<file path="src/rtl/seg7_mux_scan_driver.sv">
// seg7_mux_scan_driver: time-multiplexed N-digit hex 7-segment driver with guard, lzb, polarity and frame-synchronous update
// Ports:
//   clk, rst_n      clock, asynchronous active-low reset
//   enable          1 = scanning, 0 = display dark (loads still accepted)
//   load            1-cycle strobe capturing value/dp_mask into the pending buffer
//   value, dp_mask  hex digits (digit 0 = bits [3:0]) and per-digit decimal points
//   lzb             leading-zero blanking enable
//   seg, dp, an     registered display pins, polarity set by parameters
//   digit_idx       digit currently scanned
//   frame_done      1-cycle pulse after the scan wraps to digit 0
//   pending         loaded data waiting for the next frame boundary
module seg7_mux_scan_driver #(
    parameter int NUM_DIGITS     = 4,
    parameter int CLK_DIV        = 50000,
    parameter int GUARD          = 16,
    parameter int SEG_ACTIVE_LOW = 0,
    parameter int AN_ACTIVE_LOW  = 0
) (
    input  logic                       clk,
    input  logic                       rst_n,
    input  logic                       enable,
    input  logic                       load,
    input  logic [4*NUM_DIGITS-1:0]    value,
    input  logic [NUM_DIGITS-1:0]      dp_mask,
    input  logic                       lzb,
    output logic [6:0]                 seg,
    output logic                       dp,
    output logic [NUM_DIGITS-1:0]      an,
    output logic [(NUM_DIGITS > 1 ? $clog2(NUM_DIGITS) : 1)-1:0] digit_idx,
    output logic                       frame_done,
    output logic                       pending
);
    localparam int IW = NUM_DIGITS > 1 ? $clog2(NUM_DIGITS) : 1;
    localparam int PW = $clog2(CLK_DIV);
    localparam logic [111:0] SEG_LUT = {
        7'b1000111, 7'b1001111, 7'b0111101, 7'b1001110,
        7'b0011111, 7'b1110111, 7'b1111011, 7'b1111111,
        7'b1110000, 7'b1011111, 7'b1011011, 7'b0110011,
        7'b1111001, 7'b1101101, 7'b0110000, 7'b1111110};
    localparam logic [6:0]            SEG_INV = SEG_ACTIVE_LOW != 0 ? 7'h7f : 7'h00;
    localparam logic                  DP_INV  = SEG_ACTIVE_LOW != 0;
    localparam logic [NUM_DIGITS-1:0] AN_INV  = AN_ACTIVE_LOW != 0 ? '1 : '0;

    logic [PW-1:0]           prescaler;
    logic [4*NUM_DIGITS-1:0] active_val, pend_val;
    logic [NUM_DIGITS-1:0]   active_dp, pend_dp, onehot;
    logic [3:0]              nib;
    logic [6:0]              seg_lit;
    logic                    tick, wrap, blank;

    assign tick   = enable && prescaler == PW'(CLK_DIV - 1);
    assign wrap   = tick && digit_idx == IW'(NUM_DIGITS - 1);
    assign nib    = active_val[{digit_idx, 2'b00} +: 4];
    // current digit and everything above it zero; digit 0 always shows
    assign blank  = lzb && digit_idx != '0 && (active_val >> {digit_idx, 2'b00}) == '0;
    assign seg_lit = blank ? 7'd0 : SEG_LUT[nib * 7 +: 7];
    assign onehot = NUM_DIGITS'(1) << digit_idx;

    always_ff @(posedge clk or negedge rst_n) begin
        if (!rst_n) begin
            prescaler  <= '0;
            digit_idx  <= '0;
            active_val <= '0;
            active_dp  <= '0;
            pend_val   <= '0;
            pend_dp    <= '0;
            pending    <= 1'b0;
            frame_done <= 1'b0;
            seg        <= SEG_INV;
            dp         <= DP_INV;
            an         <= AN_INV;
        end else begin
            prescaler  <= (!enable || tick) ? '0 : prescaler + PW'(1);
            digit_idx  <= !enable ? '0 : wrap ? '0 : tick ? digit_idx + IW'(1) : digit_idx;
            frame_done <= wrap;
            // commit takes the pre-existing pending contents; a coinciding load waits a frame
            if (wrap && pending) begin
                active_val <= pend_val;
                active_dp  <= pend_dp;
            end
            if (load) begin
                pend_val <= value;
                pend_dp  <= dp_mask;
            end
            pending <= load || (pending && !wrap);
            seg     <= enable ? seg_lit ^ SEG_INV : SEG_INV;
            dp      <= enable ? active_dp[digit_idx] ^ DP_INV : DP_INV;
            an      <= (enable && prescaler >= PW'(GUARD)) ? onehot ^ AN_INV : AN_INV;
        end
    end
endmodule

</file>
<file path="config.mk">
export PLATFORM = sky130hd
export DESIGN_NAME = seg7_mux_scan_driver
export DESIGN_NICKNAME = d
export VERILOG_FILES = /design/src/rtl/seg7_mux_scan_driver.sv
export SDC_FILE = /design/constraint.sdc
export NUM_CORES = 1
export LEC_CHECK = 0
export CAP_MARGIN = 10
export CORE_MARGIN = 2
export CORE_UTILIZATION = 56
export CTS_CLUSTER_SIZE = 16
export DETAILED_ROUTE_END_ITERATION = 8
export PLACE_DENSITY = 0.85
export SETUP_SLACK_MARGIN = 0.15
export SLEW_MARGIN = 0
export SYNTH_ARGS = -nofsm -noshare
export SYNTH_HDL_FRONTEND = slang
export SYNTH_SLANG_ARGS = --single-unit
</file>
<file path="constraint.sdc">
create_clock -name clk -period 3.2 [get_ports clk]
set_input_delay 0.64 -clock clk [delete_from_list [all_inputs] [get_ports clk]]
set_output_delay 0.64 -clock clk [all_outputs]
set_load 0.02 [all_outputs]
</file>
== Word-level counts from Yosys, hierarchy flattened ==
Cells that the tools add are included.
Operators by class
  add/subtract/negate cells: 2
  multipliers: 1
  magnitude comparators: 2
  eq/ne operators: 3
  shifts and indexed selects: 4
  multiplexer cells: 10
  reduce and logical (&&, ||, !) cells: 13
Operators by type and width (count)
  indexed part select 112 x 8 -> 7 bit (first input constant): 1
  adder 16 x 1 -> 16 bit (second input constant): 1
  == test 16 bit (second input constant): 1
  >= comparator 16 x 5 -> 1 bit (second input constant): 1
  logical NOT 16 bit: 1
  two-way mux 16 bit: 1
  indexed part select 16 x 5 -> 4 bit: 1
  right shift 16 x 4 -> 16 bit: 1
  two-way mux 7 bit: 2
  logical AND 1 bit: 7
  multiplier 4 x 3 -> 7 bit (second input constant): 1
  two-way mux 2 bit: 3
  two-way mux 4 bit: 1
  << shifter 1 x 2 -> 4 bit (first input constant): 1
  less-than comparator 2 x 3 -> 1 bit (second input constant): 1
  inequality test 3 x 1 -> 1 bit (second input constant): 1
  adder 2 x 1 -> 2 bit (second input constant): 1
  binary-select mux 1 bit (select 2 bit): 1
  == test 2 bit (second input constant): 1
  logical NOT 1 bit: 2
  logical OR 1 bit: 2
  two-way mux 1 bit: 2
  nonzero test 2 bit: 1
Word-level totals
  bits in registers: 72
  output and inout port bits: 16
  word-level logic and storage cells: 46

== Longest topological paths before layout ==
Gate-level depths: netlist of the first run.
  depth in word-level cells: 6
  depth in mapped cells: 8
  mapped depth without buffers: 7

== Least setup slack after synthesis of the first run ==
OpenSTA, ideal clock, no wires.
  path type: reg2reg
  start point: reg digit_idx[0] (netlist name)
  end point: reg seg[3]
  setup time: 0.153 ns
  arrival: 2.415 ns
  required time: 3.047 ns
  setup slack: 0.633 ns
  cell stages (with the launch flop): 8
  cell sequence: dfrtp_1 -> buf_2 -> mux4_2 -> inv_1 -> ha_1 -> o211ai_1 -> nor3_1 -> nor4_1
Between the ends
  word-level cells in the longest chain between the ends: 5
  elaborated cells on any way between the ends: 10
  those cells by class: mul: 1; shift: 3; mux: 2; reduce/logical: 4
Ends and longest elaborated chain
  from (decl): line 29  | output logic [(NUM_DIGITS > 1 ? $clog2(NUM_DIGITS) : 1)-1:0] digit_idx,
  from (signal assigned): line 74  | digit_idx <= !enable ? '0 : wrap ? '0 : tick ? digit_idx + IW'(1) : digit_idx;
  indexed part select 16 x 5 -> 4 bit (tied with other cells): line 53  | assign nib = active_val[{digit_idx, 2'b00} +: 4];
  multiplier 4 x 3 -> 7 bit (tied with other cells): line 56  | assign seg_lit = blank ? 7'd0 : SEG_LUT[nib * 7 +: 7];
  indexed part select 112 x 8 -> 7 bit / logical AND 1 bit (equally long branches): line 56, 55
  two-way mux 7 bit *: line 56
  two-way mux 7 bit *: line 86  | seg <= enable ? seg_lit ^ SEG_INV : SEG_INV;
  to (signal assigned): line 86
  to (decl): line 26  | output logic [6:0] seg,
Mark *: on every way between the ends. The rest lies on a longest branch, timed or not.
A chain may end at the register's enable or synchronous reset.

== Final worst setup path of the first run ==
Same ends and word-level chain as after synthesis.

==> metrics.md, run 1 <==
| Metric | Value |
|---|---|
| Run status | finished, final reports clean |
| Maximum VDD drop | roughly 0.00034 V |
| Synth async-reset ratio | 100% |
| Leakage power | roughly 1.8 nW |
| Horizontal die dimension | roughly 83 um |
| Pre-CTS setup slack | between 0.6 and 0.7 ns |
| Number of iterations in the first detailed-routing pass | 4 |
| Number of I/O pins | approximately 40 |
| Via count of the first global-routing pass | about 2.1k |
| Most used standard cells in the synthesized netlist | 72 x sky130_fd_sc_hd__dfrtp_1, 22 x sky130_fd_sc_hd__nor2_1, 20 x sky130_fd_sc_hd__mux2_2, 20 x sky130_fd_sc_hd__mux2_4, 13 x sky130_fd_sc_hd__inv_1 |
| Critical path class | flop to flop |
| Count of buffers added by post-CTS timing repair for setup | 0 |
| Clock group share of total power | 44.8% |
| Per-instance average area after synthesis | around 13 um^2 |
| Number of different library cells in the post-synthesis netlist | 45 |
| Arrival time reported for the critical path endpoint | about 2.7 ns |
| Rel. slew slack | 37.4% |
| Hold_buf cts | 0 |
| P per Cell Area | 464 nW/um^2 |
| Standard-cell row count | 28 |
| Synthesized netlist net count | just over 300 |
| Synth warnings | 0 |
| Resized cells post-CTS | 0 |
| Type of destination of the critical path | flop |
| 1st-iter DRT viols | 172 |
| Remaining design rule violation count | 0 |
| Clock latency of the later-clocked register in the worst-skew pair | about 0.35 ns |
| Data required time of the critical path | 3.40 ns |
| CP max stage delay | about 0.63 ns |
| Final hold viol count | 0 |
| Via-to-Cell Ratio | roughly 5.6 |
| Average wire per standard cell | about 15 um |
| Die area | 6850 um^2 |
| Syn Inst Count | between 200 and 300 |
| Initial antenna violation count | 0 |
| Final Hold Slack | about 0.47 ns |
| Met2 GRT Util | 29.7% |
| Measured slew at the worst slew-check pin | 0.936 ns |
| Overall routed net length | slightly above 6000 um |
| Final Slew Violations | 0 |
| Worst Skew | approximately 0.012 ns |
| All-Layer GR Usage | 20.4% |
| Total of flip-flops plus latches after synthesis | 72 |
| Final setup slack of the worst path | between 0.7 and 0.8 ns |
| Layout cell share with drive strength beyond 1 | a little under a quarter |
| Met3 Usage GRT | 6.49% |
| Total CTS buffers | 9 |
| Layout overhead on the synthesized area | 20.2% |
| Switching pwr | roughly 0.42 mW |
| ANT nets after route | 0 |
| Total inserted antenna cells | 0 |
| Largest net degree at the start of global routing | 73 |
| Post-synth EDFFs | 0 |
| Clock Sinks | roughly 70 |
| Root buffer selected by CTS | sky130_fd_sc_hd__clkbuf_8 |
| Die span in y | roughly 83 um |
| Internal Pwr Total | 1.52 mW |
| CP Cell Sequence | mux4_2 -> inv_1 -> ha_1 -> o211ai_1 -> o21ai_1 -> nor4_1 |
| Class of the worst hold path | input port to asynchronous set/reset pin |
| Sw frac | between 20% and 30% |
| Effective utilization at floorplan | about three fifths |
| Top Usage Layer GRT | met2 |
| Global-route wire length before repair | roughly 10000 um |
| Top-count cell post-synth | sky130_fd_sc_hd__dfrtp_1 |
| Relative contribution of combinational cells to total power | under 10% |
| I/O Buffers | 40 |
| Mapped cell area | around 3500 um^2 |
| Seq pwr share | between 40% and 50% |
| Sequential element share of the synthesized area | between 50% and 60% |
| Setup violators final | 0 |
| Kind of start point of the critical path | flop |
| Total core area | 5960 um^2 |
| Crit-path max FO | 9 |
| Top cells by area in the synthesized netlist | sky130_fd_sc_hd__dfrtp_1 52%, sky130_fd_sc_hd__mux2_4 8.6%, sky130_fd_sc_hd__mux2_2 6.5%, sky130_fd_sc_hd__ha_1 4.3%, sky130_fd_sc_hd__mux4_2 3.2% |
| Post-route clock period utilization | between 70% and 80% |
| Met1 Use GR | between 20 and 30% |
| Number of nets in the layout | 353 |
| Post-synth top area cell | sky130_fd_sc_hd__dfrtp_1 |
| Total grt overflow | 0 |
| Aggregate negative setup slack | 0 ns |
| CTS HTree Levels | 3 |
| Worst reg-to-reg path cell count | 6 |
| Routed via count | between 2k and 2.5k |
| Standard cell with the maximum stage delay on the critical path | sky130_fd_sc_hd__mux4_2 |
| Fraction of synthesized cell area taken by the top area cell type | 51.9% |
| Detail Placement HPWL | 4240 um |
| Final critical delay including setup and external delays | roughly 2.5 ns |
| Total power consumption of the routed design | 1.94 mW |
| TritonCTS clock tree | done |
| Final Wtd Congestion | 0.878 |
| Reg clk slew, reported paths | roughly 0.080 ns |
| Top flip-flop cell by instance count after synthesis | sky130_fd_sc_hd__dfrtp_1 |
| RSZ-0062 raised after global routing | no |
| Maximum count of clock buffers along a single path | 2 |
| Highest Clock Rate | a little over 0.4 GHz |
| Number of max-cap violations | 0 |
-- registers in the layout, summed over array words and instances, names as in the netlist --
register / cells
pend_dp: 4
dp: 1
seg: 7
active_dp: 4
pend_val: 16
frame_done: 1
active_val: 16
an: 4
prescaler: 16
digit_idx: 2
pending: 1
-- worst max-delay path, delay by kind of cell, from the launching register on --
kind | cells | cell delay, ns
fa+ha+maj | 1 | 0.20
buf+inv | 1 | 0.16
flops | 1 | 0.56
compound gates | 2 | 0.62
simple gates | 1 | 0.15
mux | 1 | 0.63
-- metal layers --
| layer | up-vias | wire length, um |
|---|---|---|
| met1 | 1075 | 2840 |
| met5 | - | 0 |
| li1 | 1052 | - |
| met4 | 0 | 56 |
| met3 | 8 | 304 |
| met2 | 78 | 2850 |
-- through the flow --
step,instance area [um^2],cells,util [%]
2_1_floorplan,3470,270,-
3_3_place_gp,3930,380,66.0
3_5_place_dp,3930,380,66.0
4_1_cts,4180,396,70.1
5_1_grt,4180,396,70.1
6_report,4180,396,70.1
-- logic make-up (layout without fill, tap and decap cells) --
group,after synthesis,in the layout,share of synthesized area (%)
adder cells (fa/ha/maj),12,12,4.32
multiplexers,50,50,19.8
AO/OA/AOI/OAI,22,22,4.14
XOR/XNOR,13,13,3.28
AND/OR/NAND/NOR,79,79,13.4
flip-flops,72,72,51.9
buffers and inverters,22,73,3.17
-- final timing paths --
| kind | from | slack, ns | end |
|---|---|---|---|
| max | digit_idx[0]$_DFFE_PN0P_ | 0.72 | seg[3]$_DFF_PN0_ |
| min | rst_n | 0.47 | prescaler[1]$_DFF_PN0_ |
| max reg2reg | digit_idx[0]$_DFFE_PN0P_ | 0.72 | seg[3]$_DFF_PN0_ |
| min reg2reg | pend_dp[2]$_DFFE_PN0P_ | 0.51 | active_dp[2]$_DFFE_PN0P_ |
| max in group asynchronous | rst_n | 2.15 | frame_done$_DFF_PN0_ |
| min in group clk | pend_dp[2]$_DFFE_PN0P_ | 0.51 | active_dp[2]$_DFFE_PN0P_ |
-- placed cells by master (no fill, tap or decap), types with 3 or more instances in the layout --
master	n
sky130_fd_sc_hd__xor2_1	6
sky130_fd_sc_hd__clkdlybuf4s50_1	39
sky130_fd_sc_hd__buf_4	4
sky130_fd_sc_hd__mux4_2	5
sky130_fd_sc_hd__a21oi_1	4
sky130_fd_sc_hd__nand3_1	6
sky130_fd_sc_hd__mux2_4	20
sky130_fd_sc_hd__and4_1	3
sky130_fd_sc_hd__nor4_1	6
sky130_fd_sc_hd__dfrtp_1	72
sky130_fd_sc_hd__nand2_1	6
sky130_fd_sc_hd__xnor2_1	7
sky130_fd_sc_hd__mux2i_1	5
sky130_fd_sc_hd__o21ai_0	6
sky130_fd_sc_hd__mux2_2	20
sky130_fd_sc_hd__and2_1	5
sky130_fd_sc_hd__nor3_1	12
sky130_fd_sc_hd__inv_1	13
sky130_fd_sc_hd__bufinv_16	3
sky130_fd_sc_hd__nor2_1	22
sky130_fd_sc_hd__clkbuf_8	9
sky130_fd_sc_hd__nand4_1	6
sky130_fd_sc_hd__ha_1	12
-- area by class of cell --
cell class	instances	area (um^2)
flip-flops and latches	72	1800
fillers	427	1780
multi-input cells	176	1560
repair buffers	44	425
clock buffers	9	124
clock inverters	7	119
well taps	75	93.8
inverters	13	48.8
-- power groups by stage --
stage	sequential [mW]	combinational, mW	clock (mW)
after floorplan	0.977	0.0454	0
after global placement	0.977	0.109	0
after detailed placement	0.978	0.112	0
after CTS	0.960	0.113	0.884
after global routing	0.963	0.122	0.931
final	0.960	0.110	0.867
No activity file was read; power rests on OpenSTA's default activity.
==> inputs of run 2 (changes only) <==
Settings changed: CORE_UTILIZATION 56 to 50, PLACE_DENSITY 0.85 to 0.8.
Clock period 3.2 ns to 2.2 ns, I/O delays scaled along.
==> run 2 against run 1 <==
Compared with the run above: largest cell class unchanged; critical path depth is the same; sequential power grew 46%; core utilization shrank 5.5 points; die area grew 11%; clock skew shrank 0.0041 ns; critical endpoint is now active_val[11]$_DFFE_PN0P_; cell area grew 4.5%.
==> metrics.md, run 2 (synthesis results as in run 1) <==
| Metric | Value |
|---|---|
| Run status | finished, final reports clean |
| TritonCTS clock tree | done |
| Class of the worst hold path | input port to asynchronous set/reset pin |
| Arrival time reported for the critical path endpoint | around 2.2 ns |
| Highest Clock Rate | 0.504 GHz |
| Routed metal-1 wirelength | about 3100 um |
| Met2 Routed Length | between 3000 and 4000 um |
| Layout overhead on the synthesized area | 25.6% |
| Total CTS buffers | 9 |
| Uppermost routed layer | met4 |
| Aggregate negative setup slack | 0 ns |
| Final Slew Violations | 0 |
| Overall routed net length | 6930 um |
| Die span in y | between 80 and 90 um |
| Effective utilization at floorplan | between 50% and 60% |
| Worst Skew | roughly 0.008 ns |
| All-Layer GR Usage | a little under a fifth |
| Die area | 7630 um^2 |
| Filler-free cell count of the finished design | a little over 400 |
| Horizontal die dimension | 87.4 um |
| Maximum VDD drop | between 0.0004 and 0.0005 V |
| Critical path class | flop to flop |
| Detail Placement HPWL | roughly 4500 um |
| Highest-count cells in the layout ignoring fill and taps | 70 x sky130_fd_sc_hd__dfrtp_1, 38 x sky130_fd_sc_hd__clkdlybuf4s50_1, 22 x sky130_fd_sc_hd__nor2_1, 20 x sky130_fd_sc_hd__mux2_4, 20 x sky130_fd_sc_hd__mux2_2 |
| Placed cell count | 391 |
| Largest net degree at the start of global routing | between 50 and 60 |
| Routed via count | ~2.3k |
| Leakage power | 1.92 nW |
| Root buffer selected by CTS | sky130_fd_sc_hd__clkbuf_8 |
| Final Wtd Congestion | approximately 0.83 |
| Leading cell type in the layout, fill and taps excluded | sky130_fd_sc_hd__dfrtp_1 |
| CP Cell Sequence | nor4_4 -> nand2_2 -> nor4_4 -> buf_4 -> clkbuf_16 -> mux2_4 |
| Number of nets in the layout | about 370 |
| Final hold viol count | 0 |
| Initial antenna violation count | 0 |
| Clock latency of the later-clocked register in the worst-skew pair | 0.34 ns |
| Maximum count of clock buffers along a single path | 2 |
| Final setup slack of the worst path | approximately 0.22 ns |
| I/O Buffers | 40 |
| ANT nets after route | 0 |
| Reg clk slew, reported paths | 0.08 ns |
| RSZ-0062 raised after global routing | yes |
| Type of destination of the critical path | flop |
| Total core area | around 6800 um^2 |
| Number of iterations in the first detailed-routing pass | 5 |
| CTS HTree Levels | 3 |
| Crit-path max FO | 10 |
| Global-route wire length before repair | between 10000 and 15000 um |
| P per Cell Area | 649 nW/um^2 |
| Met3 wire length | approximately 310 um |
| Data required time of the critical path | 2.43 ns |
| Pre-CTS setup slack | 0.126 ns |
| Total grt overflow | 0 |
| Standard cell with the maximum stage delay on the critical path | sky130_fd_sc_hd__dfrtp_1 |
| Rel. slew slack | about two thirds |
| Clock Sinks | 72 |
| Number of I/O pins | 41 |
| Layout cell share with drive strength beyond 1 | around 30% |
| Via-to-Cell Ratio | approximately 5.6 |
| Post-route clock period utilization | between 90% and 100% |
| Final critical delay including setup and external delays | about 2 ns |
| CP max stage delay | around 0.44 ns |
| 1st-iter DRT viols | 107 |
| Registers with the most flip-flops | active_val x16, pend_val x16, prescaler x16 |
| Standard-cell row count | 30 |
| Kind of start point of the critical path | flop |
| Measured slew at the worst slew-check pin | between 0.5 and 0.6 ns |
| Remaining design rule violation count | 0 |
| Layout fillers | 506 |
| Cell repeated most along the worst path | sky130_fd_sc_hd__nor4_4 |
| Setup violators final | 0 |
| Number of max-cap violations | 0 |
| Via count of the first global-routing pass | 2219 |
| Total inserted antenna cells | 0 |
| Average wire per standard cell | approximately 17 um |
## run 2: cell types whose count changed in the layout (fill, tap and decap cells not counted), moves of 2 or more
cell                       change
sky130_fd_sc_hd__dfrtp_2       +2
sky130_fd_sc_hd__inv_4         +2
sky130_fd_sc_hd__clkinv_4      +2
sky130_fd_sc_hd__buf_4        +10
sky130_fd_sc_hd__ha_1          -2
sky130_fd_sc_hd__buf_12        +2
sky130_fd_sc_hd__inv_1         -2
sky130_fd_sc_hd__dfrtp_1       -2
## run 2: metal layers
layer / up-vias / GRT usage, %
li1: 1087 / -
met1: 1138 / 26.5
met2: 72 / 28.7
met3: 19 / 4.27
met4: 0 / 5.45
met5: - / 0
## run 2: timing repair
action                                  CTS  global route
cloned                                    0             1
setup buffers                             0             6
hold endpoints to repair                  0             0
hold buffers                              0             0
pin swaps                                 0             4
endpoints found under the setup margin    1            29
gates resized for setup                   1             5
## run 2: cell type report
cell class	count	area (um^2)	share of cell area, %
tap	80	100	2.29
sequential	72	1800	41.3
timing repair buffer	57	568	13.0
clock inverter	7	120	2.75
multi-input combinational	176	1590	36.5
clock buffer	9	124	2.84
inverter	13	53.8	1.23
## run 2: stage by stage
stage               hold WS, ns  power (mW)  util [%]  area, um^2
finish                   0.0629        2.83      64.6        4360
global route             0.0978        2.95      64.6        4360
floorplan                 0.144        1.49         -        3510
detailed placement        0.443        1.60      59.7        4030
global placement          0.439        1.59      59.7        4030
CTS                      0.0666        2.86      63.3        4280
## run 2: path summary, 6_finish.rpt
check / startpoint / slack, ns / end / depth (start not counted)
max: prescaler[12]$_DFF_PN0_ / 0.22 / active_val[11]$_DFFE_PN0P_ / 6
min: rst_n / 0.06 / pend_dp[1]$_DFFE_PN0P_ / 1
max reg2reg: prescaler[12]$_DFF_PN0_ / 0.22 / active_val[11]$_DFFE_PN0P_ / 6
min reg2reg: pend_val[1]$_DFFE_PN0P_ / 0.51 / active_val[1]$_DFFE_PN0P_ / 1
max in group asynchronous: rst_n / 1.49 / digit_idx[1]$_DFFE_PN0P_ / 2
min in group clk: pend_val[1]$_DFFE_PN0P_ / 0.51 / active_val[1]$_DFFE_PN0P_ / 1
## run 2: report_power, final
group,switching (mW),total (mW),internal [mW]
combinational,0.0744,0.171,0.0965
clock,0.509,1.26,0.755
sequential,0.0289,1.40,1.37
total,0.612,2.83,2.22
## run 2: worst max-delay path, delay by kind of cell (launching register included)
kind	cells	cell delay, ns
multiplexers	1	0.32
buffers and inverters	2	0.36
flip-flops	1	0.44
AND/OR/NAND/NOR	3	0.76
